<file path="src/rtl/uart_rx_fifo.sv">
// rtl/uart_rx_fifo.sv - UART receive byte FIFO, first-word-fall-through, optional overrun flag (UART_RX_FIFO_OVERRUN_EN)
`timescale 1ns/1ps
module uart_rx_fifo #(
    parameter int DEPTH_LOG2 = 4
) (
    input  logic                  clk,
    input  logic                  rst_n,
    input  logic [7:0]            in_data,
    input  logic                  in_valid,
    output logic                  in_ready,
    input  logic                  pop,
    output logic [7:0]            rd_data,
    output logic                  data_avail,
    output logic                  full,
    output logic [DEPTH_LOG2:0]   count,
    input  logic                  clr_ovr,
    output logic                  overrun
);

    localparam int DEPTH = 1 << DEPTH_LOG2;
    localparam logic [DEPTH_LOG2:0]   CNT_FULL = {1'b1, {DEPTH_LOG2{1'b0}}};
    localparam logic [DEPTH_LOG2:0]   CNT_ONE  = {{DEPTH_LOG2{1'b0}}, 1'b1};
    localparam logic [DEPTH_LOG2-1:0] PTR_ONE  = {{(DEPTH_LOG2-1){1'b0}}, 1'b1};

    logic [7:0]            mem [DEPTH];
    logic [DEPTH_LOG2-1:0] wr_ptr;
    logic [DEPTH_LOG2-1:0] rd_ptr;
    logic [DEPTH_LOG2:0]   cnt_q;
    logic                  push_ok;
    logic                  pop_ok;

    // Status comes only from the registered count, so in_valid/pop never reach it combinationally.
    assign full       = (cnt_q == CNT_FULL);
    assign data_avail = (cnt_q != '0);
    assign in_ready   = !full;
    assign count      = cnt_q;

    assign push_ok = in_valid && !full;
    assign pop_ok  = pop && data_avail;

    assign rd_data = data_avail ? mem[rd_ptr] : 8'h00;

    always_ff @(posedge clk) begin
        if (push_ok) begin
            mem[wr_ptr] <= in_data;
        end
    end

    always_ff @(posedge clk or negedge rst_n) begin
        if (!rst_n) begin
            wr_ptr <= '0;
            rd_ptr <= '0;
            cnt_q  <= '0;
        end else begin
            if (push_ok) begin
                wr_ptr <= wr_ptr + PTR_ONE;
            end
            if (pop_ok) begin
                rd_ptr <= rd_ptr + PTR_ONE;
            end
            case ({push_ok, pop_ok})
                2'b10:   cnt_q <= cnt_q + CNT_ONE;
                2'b01:   cnt_q <= cnt_q - CNT_ONE;
                default: cnt_q <= cnt_q;
            endcase
        end
    end

`ifdef UART_RX_FIFO_OVERRUN_EN
    logic ovr_q;

    // A dropped byte outranks a simultaneous clear so no loss goes unreported.
    always_ff @(posedge clk or negedge rst_n) begin
        if (!rst_n) begin
            ovr_q <= 1'b0;
        end else if (in_valid && full) begin
            ovr_q <= 1'b1;
        end else if (clr_ovr) begin
            ovr_q <= 1'b0;
        end
    end

    assign overrun = ovr_q;
`else
    logic unused_clr_ovr;

    assign unused_clr_ovr = clr_ovr;
    assign overrun        = 1'b0;
`endif

endmodule

</file>
<file path="config.mk">
export PLATFORM = sky130hd
export DESIGN_NAME = uart_rx_fifo
export DESIGN_NICKNAME = d
export VERILOG_FILES = /design/src/rtl/uart_rx_fifo.sv
export SDC_FILE = /design/constraint.sdc
export NUM_CORES = 1
export LEC_CHECK = 0
export BUFFER_PORTS_ARGS = -buffer_cell sky130_fd_sc_hd__buf_2
export CORE_UTILIZATION = 30
export DETAILED_ROUTE_END_ITERATION = 10
export REMOVE_ABC_BUFFERS = 1
export SLEW_MARGIN = 0
export SYNTH_ARGS = -nofsm -noshare
export SYNTH_HDL_FRONTEND = slang
export SYNTH_SLANG_ARGS = --single-unit
export TNS_END_PERCENT = 30
</file>
<file path="constraint.sdc">
create_clock -name clk -period 4.27 [get_ports clk]
set_input_delay 0.6405 -clock clk [delete_from_list [all_inputs] [get_ports clk]]
set_output_delay 0.6405 -clock clk [all_outputs]
set_load 0.02 [all_outputs]
</file>
; After elaboration in Yosys (flattened, before gate mapping)
; Memories as Yosys holds them, arrays and structs flattened.
; Index checks and enable logic that the tools add are counted.
[totals]
reg_bits = 13
ram_bits = 128
in_bits = 13
output_inout_bits = 17
wordCells = 20
mem_count = 1
[op_classes]
n_addsub = 4
eq_ne = 3
muxes = 4
n_reduce_logical = 5
[memory_table]
columns = memory, words, word_bits, read_ports, rd_clocked_by_memory_dff, write_ports, line_no
row1 = mem, 16, 8, 1, 0, 1, 25  ; logic [7:0] mem [DEPTH];
[op_table]
columns = operator, count
row1 = one-hot mux 5 bit (2 select lines), 1
row2 = "adder 4 x 1 -> 4 bit, second input constant", 2
row3 = 2-to-1 mux 8 bit, 1
row4 = "adder 5 x 1 -> 5 bit, second input constant", 1
row5 = "== test 5 bit, second input constant", 1
row6 = nonzero test 5 bit, 1
row7 = "subtractor 5 x 1 -> 5 bit, second input constant", 1
row8 = "== test 2 x 1 -> 1 bit, second input constant", 1
row9 = "== test 2 bit, second input constant", 1
row10 = logical AND 1 bit, 2
row11 = 2-to-1 mux 1 bit, 2
row12 = nonzero test 2 bit, 1
row13 = zero test 1 bit, 1

; Depth between registers and ports, before layout
[depth]
depth_word = 5
mapped_depth = 13
ltp_nobuf = 11

; Worst setup path before layout
; No wires, ideal clock.
[synth_timing]
path_type = register to register
from = register cnt_q[2] (netlist: count[2])
to = register cnt_q[2] (netlist: count[2])
setup_time_ps = 125
arrival_ps = 2675
required_time_ps = 4145
path_slack_ps = 1470
stages_incl_launch_ff = 14
n_path_buf = 2
period_less_slack_ps = 2800
path_cell_list = dfrtp_1 buf_2 or3_1 or3_4 nand2_1 inv_1 ha_1 clkbuf_1 xor2_1 ha_1 a21oi_1 xor2_1 nor2_1 xor2_1
[synth_via]
elab_cells_between_ends = 11
classes_between = add/sub: 2 / eq/ne: 3 / mux: 1 / reduce/logical: 5
[synth_lines]
columns = element, line_no
row1 = from (decl), 28  ; logic [DEPTH_LOG2:0] cnt_q;
row2 = from (signal assigned), 62  ; 2'b10: cnt_q <= cnt_q + CNT_ONE;
row3 = from (signal assigned), 63  ; 2'b01: cnt_q <= cnt_q - CNT_ONE;
row4 = from (signal assigned), 64  ; default: cnt_q <= cnt_q;
row5 = nonzero test 5 bit (*), 34  ; assign data_avail = (cnt_q != '0);
row6 = logical AND 1 bit (*), 39  ; assign pop_ok = pop && data_avail;
row7 = named net pop_ok, 30  ; logic pop_ok;
row8 = == test 2 x 1 -> 1 bit or == test 2 bit (tied branches), 61  ; case ({push_ok, pop_ok})
row9 = one-hot mux 5 bit (2 select lines) or nonzero test 2 bit (tied branches), --
; The timed path passes the listed nets; every way through them passes the cells marked *.
; A chain may end at the register's enable or synchronous reset.

; Worst setup path in the final report
[layout_timing]
from = register rd_ptr[1]
to = output port rd_data[4]
[layout_via]
elab_chain_cells = 2
[layout_rtl]
columns = element, line_no
row1 = from (decl), 27  ; logic [DEPTH_LOG2-1:0] rd_ptr;
row2 = from (signal assigned), 59  ; rd_ptr <= rd_ptr + PTR_ONE;
row3 = memory (16 x 8 bit), --
row4 = 2-to-1 mux 8 bit, 41  ; assign rd_data = data_avail ? mem[rd_ptr] : 8'h00;
row5 = to (decl), 12  ; output logic [7:0] rd_data,
; No other way between the ends.

==> impl_metrics.toml <==
[run_status]
status = "completed"

[timing]
fin_crit_sh_pct = 76.2
rsz0062_at_grt = "false"
relSlewSlack_pct = 32.0
fin_crit_ns = 3.25
drv_slew = 0
fin_skew_ns = 0.0117
fmax_mhz = 308
setup_slack_ns = 1.02
fin_tns_setup_ns = 0
tightest_slew_ns = 1.02
hold_violations = 0
setup_violations = 0

[route]
drc_errors = 0
wl_per_cell_um = 18.0
postRouteAntennaNets = 0
drt_iter0_markers = 232
wirelength_mm = 10.9
drt_pre_antenna_iters = 4
vias = 2786
detail_route.vias_per_cell = 4.59

[pwr]
p_leak_uw = 0.00231
vdd_drop_max_v = 0.000381
p_comb_share_pct = 29.0
swShare_pct = 31.0
internal-power_uw = 3240
p_per_area_nw_per_um2 = 692
p_clk_share_pct = 31.2
p_sw_uw = 1460
seqPwrFrac_pct = 39.8

[synth]
ys_types = 39
synth-main-ff-cell = "edfxtp_1"
postSynthCellCount = 301
synth.most_common_cell = "edfxtp_1"
synth_top_area_share_pct = 65.8
synth-seq-area-share_pct = 71.3
synthTopCellsByCount = "edfxtp_1 (128), mux4_2 (23), dfrtp_1 (13), nor2_1 (13), a21oi_1 (12)"
synth_enable_flop_cells = 128
synth-seq-cells = 141
netlist_area_um2 = 5840
yosysWarnings = 0
synth_area_leaders = "edfxtp_1 (66%), mux4_2 (8.9%), dfrtp_1 (5.6%)"
postSynth.asyncResetShare_pct = 9.22
yosys.area.top_type = "edfxtp_1"
avgSynthCellArea_um2 = 19.4

[worst_setup_path]
crit_cells = 6
end_kind = "output port"
critPathLaunch = "rd_ptr[1]"
crit_fanout = 32
crit_required_ns = 3.63
r2r_cells = 11
critPathTopFamily = "multiplexers"
r2r-end = "count[2]"
path_cells = "buf_4 -> mux4_1 -> mux2_2 -> o21ai_1 -> a21oi_1 -> buf_2"
r2r-start = "count[0]"
max_stage_delay_ns = 0.62
critPathSlowestCell = "mux4_1"
path_class = "reg -> out"
endpoint = "rd_data[4]"
critPathBufInv = 2
ff2ff_setup_slack_ns = 1.32
critPathLaunchType = "flip-flop"
arrival_ns = 2.61

[cells_and_area]
regArea_um2 = 4170
finalNetCount = 356
fin_util_pct = 35.9
area_delta_synth_final_pct = 16.2
multiInputGateArea_um2 = 1490
insertedDiodeCount = 0
fillers = 1798
drive_gt1_share_pct = 28.5

[clock_network]
ctsResizeCount = 0
cts.clk_slew.worst_paths_ns = 0.05
cts.sinks = 141
ctsHoldBuffers = 0
clockBufferDepth = 2
numCtsBuffers = 17
h-tree-depth = 4
cts_tree = "yes"
clock_latency_ns = 0.42
postCtsSetupRepairBufs = 0
clockRootBuffer = "clkbuf_16"

[global_routing]
gr-total-overflow = 0
grt_pass1_wl_mm = 16.7
grtUsageTotal_pct = 11.7
antenna_found_initial = 0
grt_pass1_vias = 2979
grt_max_degree = 33

[floorplanning]
rows = 50
start_util_pct = 30.9
ioPinCount = 30
die_area_um2 = 20000
die_w_um = 142
die_h_um = 142
core_um2 = 18900

[place]
place_congestion = 0.702
pre_cts_slack_ns = 1.34
place.port_buffers = 27
dp_hpwl_mm = 6.72

[worst_hold_path]
hold_path_class = "in -> async"

[flow_run]
drv_cap = 0
state kept, by name (all words and copies together), names as in the netlist:
register / flops
mem: 128
wr_ptr: 4
rd_ptr: 4
count: 5
layout by cell type, fill, tap and decap left out, drive strengths merged, types with 10 or more instances in the layout:
master / instances
buf: 34
mux2: 10
dfrtp: 13
edfxtp: 128
clkbuf: 17
o21ai: 10
nor2: 13
a21oi: 12
inv: 10
mux4: 32
layer usage:
layer	up-vias	part of all wire (%)	track usage [%]	routed length, um
met3	9	4.5	3.37	495
li1	1268	-	-	-
met4	0	0.89	3.79	97
met5	-	0	0	0
met2	61	51	19.3	5520
met1	1448	44	14.7	4780
how the worst min path moves through the flow:
stage / endpoint / slack [ns] / cells past startpoint
after floorplan: count[0] / 0.34 / 0
after global placement: rd_ptr[0] / 0.52 / 1
after detailed placement: rd_ptr[0] / 0.52 / 1
after CTS: count[1] / 0.10 / 1
after global routing: count[1] / 0.12 / 1
final: count[4] / 0.11 / 1
kinds of logic after synthesis:
family                     Yosys count  share of synthesized area, %
AOI/OAI and AO/OA                   25                          2.33
xor gates and xnor gates            13                          1.95
adders and majority gates            8                          1.71
buffers and inverters               25                          3.08
DFF                                141                          71.3
muxes                               50                          16.2
other                                1                        0.0642
and+or+nand+nor                     38                          3.30
layout make-up:
type | instances | share of cell area, %
Clock buffer | 17 | 6.26
Multi-Input combinational cell | 135 | 22.0
Clock inverter | 14 | 2.47
Sequential cell | 141 | 61.4
Tap cell | 260 | 4.79
Timing Repair Buffer | 34 | 2.76
Inverter | 6 | 0.332
power groups by stage:
stage | Clock (uW) | Sequential (uW) | Combinational, uW
CTS | 1500 | 1870 | 1410
floorplan | 0 | 1980 | 869
global placement | 0 | 1880 | 1380
finish | 1470 | 1870 | 1360
global route | 1560 | 1900 | 1480
detailed placement | 0 | 1900 | 1400
stage by stage:
| step | power (uW) | instances | instance area [um^2] | hold slack [ns] |
|---|---|---|---|---|
| after CTS | 4780 | 607 | 6790 | 0.105 |
| final | 4700 | 607 | 6790 | 0.114 |
| after global placement | 3260 | 576 | 6200 | 0.517 |
| after global routing | 4940 | 607 | 6790 | 0.120 |
| after floorplan | 2850 | 282 | 5690 | 0.345 |
| after detailed placement | 3300 | 576 | 6200 | 0.521 |
Power figures use the tool's default switching activity.
